File: src/rtl/ps2_key_tracker_pkg.sv
// Shared constants for the PS/2 direction tracker: set-2 scan codes, receiver
// states, direction-bus bit positions and the key-to-direction lookup.
package ps2_pkg;

    localparam logic [7:0] SC_EXT   = 8'hE0;
    localparam logic [7:0] SC_BRK   = 8'hF0;
    localparam logic [7:0] SC_UP    = 8'h75;
    localparam logic [7:0] SC_DOWN  = 8'h72;
    localparam logic [7:0] SC_LEFT  = 8'h6B;
    localparam logic [7:0] SC_RIGHT = 8'h74;
    localparam logic [7:0] SC_W     = 8'h1D;
    localparam logic [7:0] SC_S     = 8'h1B;
    localparam logic [7:0] SC_A     = 8'h1C;
    localparam logic [7:0] SC_D     = 8'h23;

    localparam int BTN_UP    = 3;
    localparam int BTN_DOWN  = 2;
    localparam int BTN_RIGHT = 1;
    localparam int BTN_LEFT  = 0;

    typedef enum logic [1:0] {
        RX_IDLE,
        RX_DATA,
        RX_PARITY,
        RX_STOP
    } rx_state_t;

    // Arrows live in the E0-prefixed space, WASD in the plain space.
    function automatic logic [3:0] key_mask(input logic [7:0] code, input logic ext);
        key_mask = '0;
        if (ext) begin
            case (code)
                SC_UP:    key_mask[BTN_UP]    = 1'b1;
                SC_DOWN:  key_mask[BTN_DOWN]  = 1'b1;
                SC_RIGHT: key_mask[BTN_RIGHT] = 1'b1;
                SC_LEFT:  key_mask[BTN_LEFT]  = 1'b1;
                default:  key_mask = '0;
            endcase
        end else begin
            case (code)
                SC_W:    key_mask[BTN_UP]    = 1'b1;
                SC_S:    key_mask[BTN_DOWN]  = 1'b1;
                SC_D:    key_mask[BTN_RIGHT] = 1'b1;
                SC_A:    key_mask[BTN_LEFT]  = 1'b1;
                default: key_mask = '0;
            endcase
        end
    endfunction

endpackage

File: src/rtl/ps2_key_tracker_if.sv
// Keyboard-side lines and the decoded direction/debug outputs of the tracker.
interface ps2_key_tracker_if;
    logic       PS2_CLK;
    logic       PS2_DATA;
    logic [3:0] uBtns;
    logic [7:0] scan_code;
    logic       scan_valid;
    logic       frame_err;

    modport master (output PS2_CLK, PS2_DATA, input uBtns, scan_code, scan_valid, frame_err);
    modport slave  (input PS2_CLK, PS2_DATA, output uBtns, scan_code, scan_valid, frame_err);
endinterface

File: src/rtl/ps2_frame_rx.sv
// PS/2 byte receiver: line synchronizers, clock deglitch filter, 11-bit frame
// FSM with odd-parity/stop checks and an inter-strobe timeout.
module ps2_frame_rx
    import ps2_pkg::*;
#(
    parameter int FILTER_LEN     = 8,
    parameter int TIMEOUT_CYCLES = 200000
) (
    input  logic       clk,
    input  logic       rst,
    input  logic       ps2_clk,
    input  logic       ps2_data,
    output logic [7:0] rx_byte,
    output logic       byte_valid,
    output logic       err
);
    localparam int FW = $clog2(FILTER_LEN + 1);
    localparam int TW = $clog2(TIMEOUT_CYCLES + 1);

    logic [1:0]  clk_sync, data_sync;
    logic [FW-1:0] fcnt_q;
    logic        filt_q, filt_d1_q;
    logic        strobe, data;

    rx_state_t   state_q, state_d;
    logic [7:0]  shift_q, shift_d, byte_q, byte_d;
    logic [2:0]  bitcnt_q, bitcnt_d;
    logic        par_ok_q, par_ok_d;
    logic        valid_q, valid_d, err_q, err_d;
    logic [TW-1:0] tcnt_q, tcnt_d;

    // NOTE: synchronizers and filter reset to the idle-high line level so that
    // leaving reset never fabricates a falling edge.
    always_ff @(posedge clk) begin
        if (rst) begin
            clk_sync  <= 2'b11;
            data_sync <= 2'b11;
            fcnt_q    <= '0;
            filt_q    <= 1'b1;
            filt_d1_q <= 1'b1;
        end else begin
            clk_sync  <= {clk_sync[0], ps2_clk};
            data_sync <= {data_sync[0], ps2_data};
            filt_d1_q <= filt_q;
            if (clk_sync[1] == filt_q) begin
                fcnt_q <= '0;
            end else if (fcnt_q == FW'(FILTER_LEN - 1)) begin
                filt_q <= clk_sync[1];
                fcnt_q <= '0;
            end else begin
                fcnt_q <= fcnt_q + FW'(1);
            end
        end
    end

    assign strobe = filt_d1_q & ~filt_q;
    assign data   = data_sync[1];

    // NOTE: every comb output takes its default first so no path leaves a
    // variable unassigned (which would infer a latch).
    always_comb begin
        state_d  = state_q;
        shift_d  = shift_q;
        bitcnt_d = bitcnt_q;
        par_ok_d = par_ok_q;
        byte_d   = byte_q;
        valid_d  = 1'b0;
        err_d    = 1'b0;

        // tcnt holds the number of cycles elapsed since the last strobe.
        if (state_q == RX_IDLE) tcnt_d = '0;
        else if (strobe)        tcnt_d = TW'(1);
        else                    tcnt_d = tcnt_q + TW'(1);

        case (state_q)
            RX_IDLE: if (strobe && !data) begin
                state_d  = RX_DATA;
                bitcnt_d = '0;
            end
            RX_DATA: if (strobe) begin
                shift_d  = {data, shift_q[7:1]};
                bitcnt_d = bitcnt_q + 3'd1;
                if (bitcnt_q == 3'd7) state_d = RX_PARITY;
            end
            RX_PARITY: if (strobe) begin
                par_ok_d = ^{shift_q, data};
                state_d  = RX_STOP;
            end
            RX_STOP: if (strobe) begin
                if (data && par_ok_q) begin
                    valid_d = 1'b1;
                    byte_d  = shift_q;
                end else begin
                    err_d = 1'b1;
                end
                state_d = RX_IDLE;
            end
            default: state_d = RX_IDLE;
        endcase

        if (state_q != RX_IDLE && !strobe && tcnt_q == TW'(TIMEOUT_CYCLES - 1)) begin
            state_d = RX_IDLE;
            err_d   = 1'b1;
            tcnt_d  = '0;
        end
    end

    always_ff @(posedge clk) begin
        if (rst) begin
            state_q  <= RX_IDLE;
            shift_q  <= '0;
            bitcnt_q <= '0;
            par_ok_q <= 1'b0;
            byte_q   <= '0;
            valid_q  <= 1'b0;
            err_q    <= 1'b0;
            tcnt_q   <= '0;
        end else begin
            state_q  <= state_d;
            shift_q  <= shift_d;
            bitcnt_q <= bitcnt_d;
            par_ok_q <= par_ok_d;
            byte_q   <= byte_d;
            valid_q  <= valid_d;
            err_q    <= err_d;
            tcnt_q   <= tcnt_d;
        end
    end

    assign rx_byte    = byte_q;
    assign byte_valid = valid_q;
    assign err        = err_q;

endmodule

File: src/rtl/ps2_key_tracker.sv
// Tracks held arrow/WASD keys from PS/2 set-2 make/break sequences and drives
// the 4-bit direction bus; raw bytes and framing errors are passed through.
module ps2_key_tracker
    import ps2_pkg::*;
#(
    parameter int FILTER_LEN     = 8,
    parameter int TIMEOUT_CYCLES = 200000
) (
    input logic               clk,
    input logic               rst,
    ps2_key_tracker_if.slave  bus
);
    logic [7:0] rx_byte;
    logic       rx_valid, rx_err;
    logic       ext_q, ext_d, brk_q, brk_d;
    logic [3:0] arrow_q, arrow_d, wasd_q, wasd_d, ubtns_q, mask;

    ps2_frame_rx #(
        .FILTER_LEN     (FILTER_LEN),
        .TIMEOUT_CYCLES (TIMEOUT_CYCLES)
    ) u_rx (
        .clk        (clk),
        .rst        (rst),
        .ps2_clk    (bus.PS2_CLK),
        .ps2_data   (bus.PS2_DATA),
        .rx_byte    (rx_byte),
        .byte_valid (rx_valid),
        .err        (rx_err)
    );

    always_comb begin
        ext_d   = ext_q;
        brk_d   = brk_q;
        arrow_d = arrow_q;
        wasd_d  = wasd_q;
        mask    = key_mask(rx_byte, ext_q);
        if (rx_err) begin
            ext_d = 1'b0;
            brk_d = 1'b0;
        end else if (rx_valid) begin
            if (rx_byte == SC_EXT) begin
                ext_d = 1'b1;
            end else if (rx_byte == SC_BRK) begin
                brk_d = 1'b1;
            end else begin
                if (ext_q) arrow_d = brk_q ? (arrow_q & ~mask) : (arrow_q | mask);
                else       wasd_d  = brk_q ? (wasd_q & ~mask)  : (wasd_q | mask);
                ext_d = 1'b0;
                brk_d = 1'b0;
            end
        end
    end

    // Direction bus is registered from the next-state flags so it lands one
    // cycle after scan_valid.
    always_ff @(posedge clk) begin
        if (rst) begin
            ext_q   <= 1'b0;
            brk_q   <= 1'b0;
            arrow_q <= '0;
            wasd_q  <= '0;
            ubtns_q <= '0;
        end else begin
            ext_q   <= ext_d;
            brk_q   <= brk_d;
            arrow_q <= arrow_d;
            wasd_q  <= wasd_d;
            ubtns_q <= arrow_d | wasd_d;
        end
    end

    assign bus.uBtns      = ubtns_q;
    assign bus.scan_code  = rx_byte;
    assign bus.scan_valid = rx_valid;
    assign bus.frame_err  = rx_err;

endmodule

File: src/flat_wrapper.sv
// flat-port wrapper written by rule: the top's interface ports become plain ports
module ps2_key_tracker_flat import ps2_pkg::*;
#(
    parameter int FILTER_LEN     = 8,
    parameter int TIMEOUT_CYCLES = 200000
)
  (clk, rst, bus_PS2_CLK, bus_PS2_DATA, bus_uBtns, bus_scan_code, bus_scan_valid, bus_frame_err);
  ps2_key_tracker_if bus_i ();
  input logic clk;
  input logic rst;
  input wire logic [$bits(bus_i.PS2_CLK)-1:0] bus_PS2_CLK;
  input wire logic [$bits(bus_i.PS2_DATA)-1:0] bus_PS2_DATA;
  output wire logic [$bits(bus_i.uBtns)-1:0] bus_uBtns;
  output wire logic [$bits(bus_i.scan_code)-1:0] bus_scan_code;
  output wire logic [$bits(bus_i.scan_valid)-1:0] bus_scan_valid;
  output wire logic [$bits(bus_i.frame_err)-1:0] bus_frame_err;
  assign bus_i.PS2_CLK = bus_PS2_CLK;
  assign bus_i.PS2_DATA = bus_PS2_DATA;
  assign bus_uBtns = bus_i.uBtns;
  assign bus_scan_code = bus_i.scan_code;
  assign bus_scan_valid = bus_i.scan_valid;
  assign bus_frame_err = bus_i.frame_err;
  ps2_key_tracker #(.FILTER_LEN(FILTER_LEN), .TIMEOUT_CYCLES(TIMEOUT_CYCLES)) u_core (.clk(clk), .rst(rst), .bus(bus_i));
endmodule
File: config.mk
export PLATFORM = sky130hd
export DESIGN_NAME = ps2_key_tracker_flat
export DESIGN_NICKNAME = d
export VERILOG_FILES = /design/src/rtl/ps2_key_tracker_pkg.sv /design/src/rtl/ps2_key_tracker_if.sv /design/src/rtl/ps2_frame_rx.sv /design/src/rtl/ps2_key_tracker.sv /design/src/flat_wrapper.sv
export SDC_FILE = /design/constraint.sdc
export NUM_CORES = 1
export LEC_CHECK = 0
export BUFFER_PORTS_ARGS = -buffer_cell sky130_fd_sc_hd__clkbuf_2
export CAP_MARGIN = 20
export CORE_ASPECT_RATIO = 0.6
export CORE_MARGIN = 8
export CORE_UTILIZATION = 50
export DETAILED_ROUTE_END_ITERATION = 6
export PLACE_DENSITY_LB_ADDON = 0.1
export RECOVER_POWER = 25
export SLEW_MARGIN = 20
export SYNTH_ARGS = -nofsm -noshare
export SYNTH_HDL_FRONTEND = slang
export SYNTH_SLANG_ARGS = --single-unit
File: constraint.sdc
create_clock -name clk -period 5.5 [get_ports clk]
set_input_delay 1.65 -clock clk [delete_from_list [all_inputs] [get_ports clk]]
set_output_delay 1.65 -clock clk [all_outputs]
set_load 0.01 [all_outputs]
==> results.ini, run 1 <==
[cells_and_area]
finalNetCount=362
layout_common_cells=dfxtp_1, nor2_1, mux2i_1
synthToLayoutAreaGrowth_pct=11.51
layout-drive-gt1-share_pct=12.11
fillers=536
antenna_cells=0
mostFrequentLayoutCell=dfxtp_1

[die]
fp.dieW_um=117.4
io_pins=18
initial_core_util_pct=51.20
die_h_um=76.86
fp.dieArea_um2=9026
rows=22
core_um2=6028

[global_routing]
grt-busiest-layer=met1
grt_pass1_wl_um=11040
met2_usage_pct=20.22
first_global_vias=2245
antenna_found_initial=0
grt_max_degree=47
grtUsageMet1_pct=20.82
grtUsageMet3_pct=4.167
grt_use_total_pct=14.68
grt-ovfl-total=0

[pwr]
p_seq_share_pct=49.4
p_comb_share_pct=5.0
p_int_uw=767.0
ir_drop_uv=140.0
p_leak_nw=1.191
finalPower_uw=984.4
p_clk_share_pct=45.6
power.switching_uw=217.4
powerDensity_nw_per_um2=286.0
power_switching_share_pct=22.08

[sta]
fmax_mhz=281.3
min_period_ns=3.555
timing.setup.tns_ns=0
finClkSkew_ns=0.01010
worst_slew_pin_slew_ns=1.878
timing.final.ws_setup_ns=1.945
hold_violations=0
fin_crit_sh_pct=64.63
rsz0062_at_grt=false
relSlewSlack_pct=-25.20
drv_slew=47
finalSetupViolCount=0

[detailed_routing]
routedWlPerCell_um=14.03
vias_per_cell=5.424
vias=2381
drc_errors=0
totalWireLength_um=6160
drt_first_iter_violations=166
antenna_left=0
firstDrtPassIters=4

[worst_setup_path]
critical_path.startpoint_type=input port
r2r_cells=4
r2r_setup_slack_ns=3.13
crit_type=in -> reg
worstPathRequired_ns=5.70
critPathMaxFanout=46
crit_chain=clkbuf_1 -> or3_1 -> a21o_1 -> nor2_1
end_kind=flop
r2r-start=u_core.ext_q$_SDFFE_PP0P_
crit_path_top_delay_cell=clkbuf_1
slowest_delay_ns=1.32
r2r_end=u_core.arrow_q[3]$_SDFF_PP0_
crit_arrival_ns=3.76

[cts]
cts-buffers-inserted=9
clkSinkCount=66
cts_tree=built
clk_pin_slew_ns=0.07
postCtsHoldBufs=0
postCtsSetupBuffers=0
cts.htree.levels=3
clock-root-buffer=clkbuf_8
cts_resized=0
clock_latency_ns=0.34
ctsLongestPathBuffers=2

[logic_synthesis]
async_reset_ff_share_pct=0
synth_area_leaders=dfxtp_1, mux2i_1, nor2_1
ys_warn_count=0
synthDominantCellAreaShare_pct=42.81
syn-num-nets=345
synth-seq-area-share_pct=42.81
synth.distinct_cells=49
ys.flop_type=dfxtp_1
ys_ff_latch=66
synth_edf_count=0
synth_area_leader_cell=dfxtp_1
syn_area_um2=3087
syn_avg_cell_area_um2=9.269
postSynthCellCount=333

[place]
portBuffers=17
place.gp.congestion=0.7795
pre_cts_ws_ns=2.200
hpwl_um=4294

[min_path]
whs_path_depth=1
hold_end=u_core.u_rx.clk_sync[1]$_SDFF_PP1_
worst_hold_path_type=reg -> reg
hold_start=u_core.u_rx.clk_sync[0]$_SDFF_PP1_

[status]
status=complete, but fails checks
violations=max-capacitance violations, max-slew violations

[run]
cap_violations=1

[worst max-delay path by stage]
stage                     startpoint                                end  slack [ns]  cells past startpoint
after floorplan                  rst  u_core.u_rx.tcnt_q[10]$_SDFF_PP0_        2.77                      6
after detailed placement         rst  u_core.u_rx.tcnt_q[13]$_SDFF_PP0_        2.20                      4
after global routing             rst  u_core.u_rx.tcnt_q[10]$_SDFF_PP0_        1.67                      4
after CTS                        rst  u_core.u_rx.tcnt_q[13]$_SDFF_PP0_        2.55                      4
after global placement           rst  u_core.u_rx.tcnt_q[17]$_SDFF_PP0_        2.23                      4
final                            rst  u_core.u_rx.tcnt_q[10]$_SDFF_PP0_        1.95                      4
[state kept, by name (all words and copies together), names as in the netlist, 2 cells and up]
register,count
u_core.u_rx.fcnt_q,4
u_core.u_rx.clk_sync,2
u_core.u_rx.shift_q,8
u_core.u_rx.bitcnt_q,3
u_core.bus.uBtns,4
u_core.u_rx.state_q,2
u_core.u_rx.data_sync,2
u_core.arrow_q,4
u_core.wasd_q,4
u_core.u_rx.tcnt_q,18
u_core.u_rx.rx_byte,8
[power by group through the flow]
| stage | combinational (mW) | sequential, mW | clock, mW |
|---|---|---|---|
| global placement | 0.0477 | 0.498 | 0 |
| global route | 0.0559 | 0.487 | 0.478 |
| floorplan | 0.0398 | 0.497 | 0 |
| detailed placement | 0.0489 | 0.498 | 0 |
| finish | 0.0488 | 0.487 | 0.449 |
| CTS | 0.0492 | 0.487 | 0.458 |
[stage by stage]
stage	hold slack (ns)	cells	area, µm²	utilization (%)
final	0.4117	439	3442	57.10
after global routing	0.4297	439	3442	57.10
after CTS	0.4115	439	3443	57.12
after detailed placement	0.3942	423	3224	53.49
after global placement	0.3941	423	3224	53.49
after floorplan	0.3895	333	3087	-
[cell usage after synthesis (7+ instances only)]
cell / n
xnor2_1: 15
a21oi_1: 18
or4_1: 7
ha_1: 8
nand2b_1: 12
mux2i_1: 28
nand2_1: 11
nor2_1: 41
nor3_1: 8
nand3_1: 12
inv_1: 12
dfxtp_1: 66
o21ai_0: 7
[metal layers]
metal  vias to the layer above  share of wire, %
met4                         0               1.1
li1                       1224                 -
met3                         6               3.0
met5                         -                 0
met1                      1115                56
met2                        36                40
[final cells by class]
class / count / area, µm² / area share [%]
clock buffer: 11 / 141.4 / 4.108
clock inverter: 5 / 77.57 / 2.254
inverter: 12 / 45.04 / 1.309
multi-input combinational: 244 / 1668 / 48.46
sequential: 66 / 1321 / 38.39
tap: 84 / 105.1 / 3.053
timing repair buffer: 17 / 83.83 / 2.435
[cells by family after synthesis]
logic type,Yosys count,synth area share (%)
buf+inv,23,3.161
fa+ha+maj,8,3.243
compound gates,51,11.27
mux,28,9.080
simple gates,136,24.04
xor+xnor,21,6.405
flops,66,42.81
[critical path, delay by kind of cell]
kind	cells	cell delay (ns)
AOI/OAI and AO/OA	1	0.43
buffers and inverters	1	1.32
and+or+nand+nor	2	0.35
No activity file was read; power rests on OpenSTA's default activity.
==> run 2, diff against run 1 <==
clock period = 3.2 ns   (was 5.5 ns; I/O delays follow)
==> run 2 against run 1 <==
  * Power increased by 88%
  * Highest routed layer unchanged
  * Critical path type unchanged
  * First-iteration DRC count down 1.8%
  * Setup slack worse by 1.3 ns
  * The run now ends clean
==> results.ini, run 2 (synthesized netlist as in run 1, its figures left out) <==
[sta]
finClkSkew_ns=0.008040
fmax_mhz=397.6
hold_violations=0
fin_crit_sh_pct=78.60
timing.setup.tns_ns=0
relSlewSlack_pct=31.82
min_period_ns=2.515
rsz0062_at_grt=false
timing.final.ws_setup_ns=0.6849
worst_slew_pin_slew_ns=1.023
finalSetupViolCount=0
drv_slew=0

[min_path]
worst_hold_path_type=reg -> reg

[detailed_routing]
drt_first_iter_violations=163
drc_errors=0
vias_per_cell=5.464
vias=2404
totalWireLength_um=6300
routedWlPerCell_um=14.32
antenna_left=0
firstDrtPassIters=4

[status]
status=finished clean

[place]
place.gp.congestion=0.7909
pre_cts_ws_ns=0.8972
portBuffers=17
hpwl_um=4388

[cells_and_area]
finalNetCount=363
synthToLayoutAreaGrowth_pct=13.13
post-route-util_pct=57.93
antenna_cells=0
layout-drive-gt1-share_pct=12.36
layout_common_cells=dfxtp_1, nor2_1, mux2i_1
fillers=553
largest-register=u_core.u_rx.tcnt_q
mostFrequentLayoutCell=dfxtp_1
largest_register_ffs=18

[pwr]
p_leak_nw=1.213
powerDensity_nw_per_um2=529.6
finalPower_mw=1.849
ir_drop_uv=252.2

[worst_setup_path]
critical_path.startpoint_type=input port
worstPathRequired_ns=3.44
critPathMaxFanout=24
crit_arrival_ns=2.75
end_kind=flop
crit_type=in -> reg

[die]
fp.dieArea_um2=9026
io_pins=18
rows=22
initial_core_util_pct=51.20
fp.dieW_um=117.4
core_um2=6028
die_h_um=76.86

[global_routing]
antenna_found_initial=0
grt_max_degree=25
grt_use_total_pct=14.52
grtUsageMet1_pct=21.05
first_global_vias=2100
met2_usage_pct=18.80
grt-busiest-layer=met1
grt_pass1_wl_um=10640
grtUsageMet3_pct=6.140
grt-ovfl-total=0

[cts]
postCtsSetupBuffers=0
cts.htree.levels=3
clock_latency_ns=0.35
clkSinkCount=66
ctsLongestPathBuffers=2
clock-root-buffer=clkbuf_8
cts_resized=0
clk_pin_slew_ns=0.08
cts-buffers-inserted=9
cts_tree=built
postCtsHoldBufs=0

[run]
cap_violations=0

## run 2: cell types whose count changed in the layout (fill, tap and decap cells not counted), sizes merged
cell    before  now
clkbuf      28   27
bufinv       2    4
## run 2: final timing paths
kind	start	endpoint	slack, ns	cells after the start
setup / recovery	rst	u_core.u_rx.par_ok_q$_SDFFE_PP0P_	0.68	5
hold / removal	u_core.u_rx.clk_sync[0]$_SDFF_PP1_	u_core.u_rx.clk_sync[1]$_SDFF_PP1_	0.41	1
setup reg to reg	u_core.ext_q$_SDFFE_PP0P_	u_core.wasd_q[2]$_SDFF_PP0_	0.91	4
hold reg to reg	u_core.u_rx.clk_sync[0]$_SDFF_PP1_	u_core.u_rx.clk_sync[1]$_SDFF_PP1_	0.41	1
## run 2: cell type report
class / count / area [µm²] / share of cell area [%]
inverter: 12 / 45.04 / 1.290
multi-input combinational: 244 / 1668 / 47.76
tap: 84 / 105.1 / 3.010
clock buffer: 9 / 123.9 / 3.547
clock inverter: 7 / 141.4 / 4.049
sequential: 66 / 1321 / 37.84
timing repair buffer: 18 / 87.58 / 2.508
## run 2: per-layer routing
metal  vias up  routed length [µm]
met4         0                  29
met3         4                 322
met5         -                   0
li1       1225                   -
met1      1119                3512
met2        56                2435
## run 2: critical path, cell delays in order
cell	delay (ns)
clkbuf_1	0.59
clkbuf_1	0.83
nor2_1	0.15
nand3b_1	0.13
o211ai_1	0.09
## run 2: metrics by stage
stage	cells	hold slack [ns]	cell area, µm²
floorplan	333	0.3895	3087
global placement	424	0.3948	3232
detailed placement	424	0.3968	3232
CTS	440	0.4168	3497
global route	440	0.4206	3492
finish	440	0.4117	3492
## run 2: where the power goes
group / switching, mW / internal, mW / total [mW] / leakage [nW]
Sequential: 0.00792 / 0.829 / 0.837 / 0.533
Combinational: 0.0523 / 0.0314 / 0.0838 / 0.551
Clock: 0.333 / 0.596 / 0.929 / 0.129
Total: 0.393 / 1.46 / 1.85 / 1.21
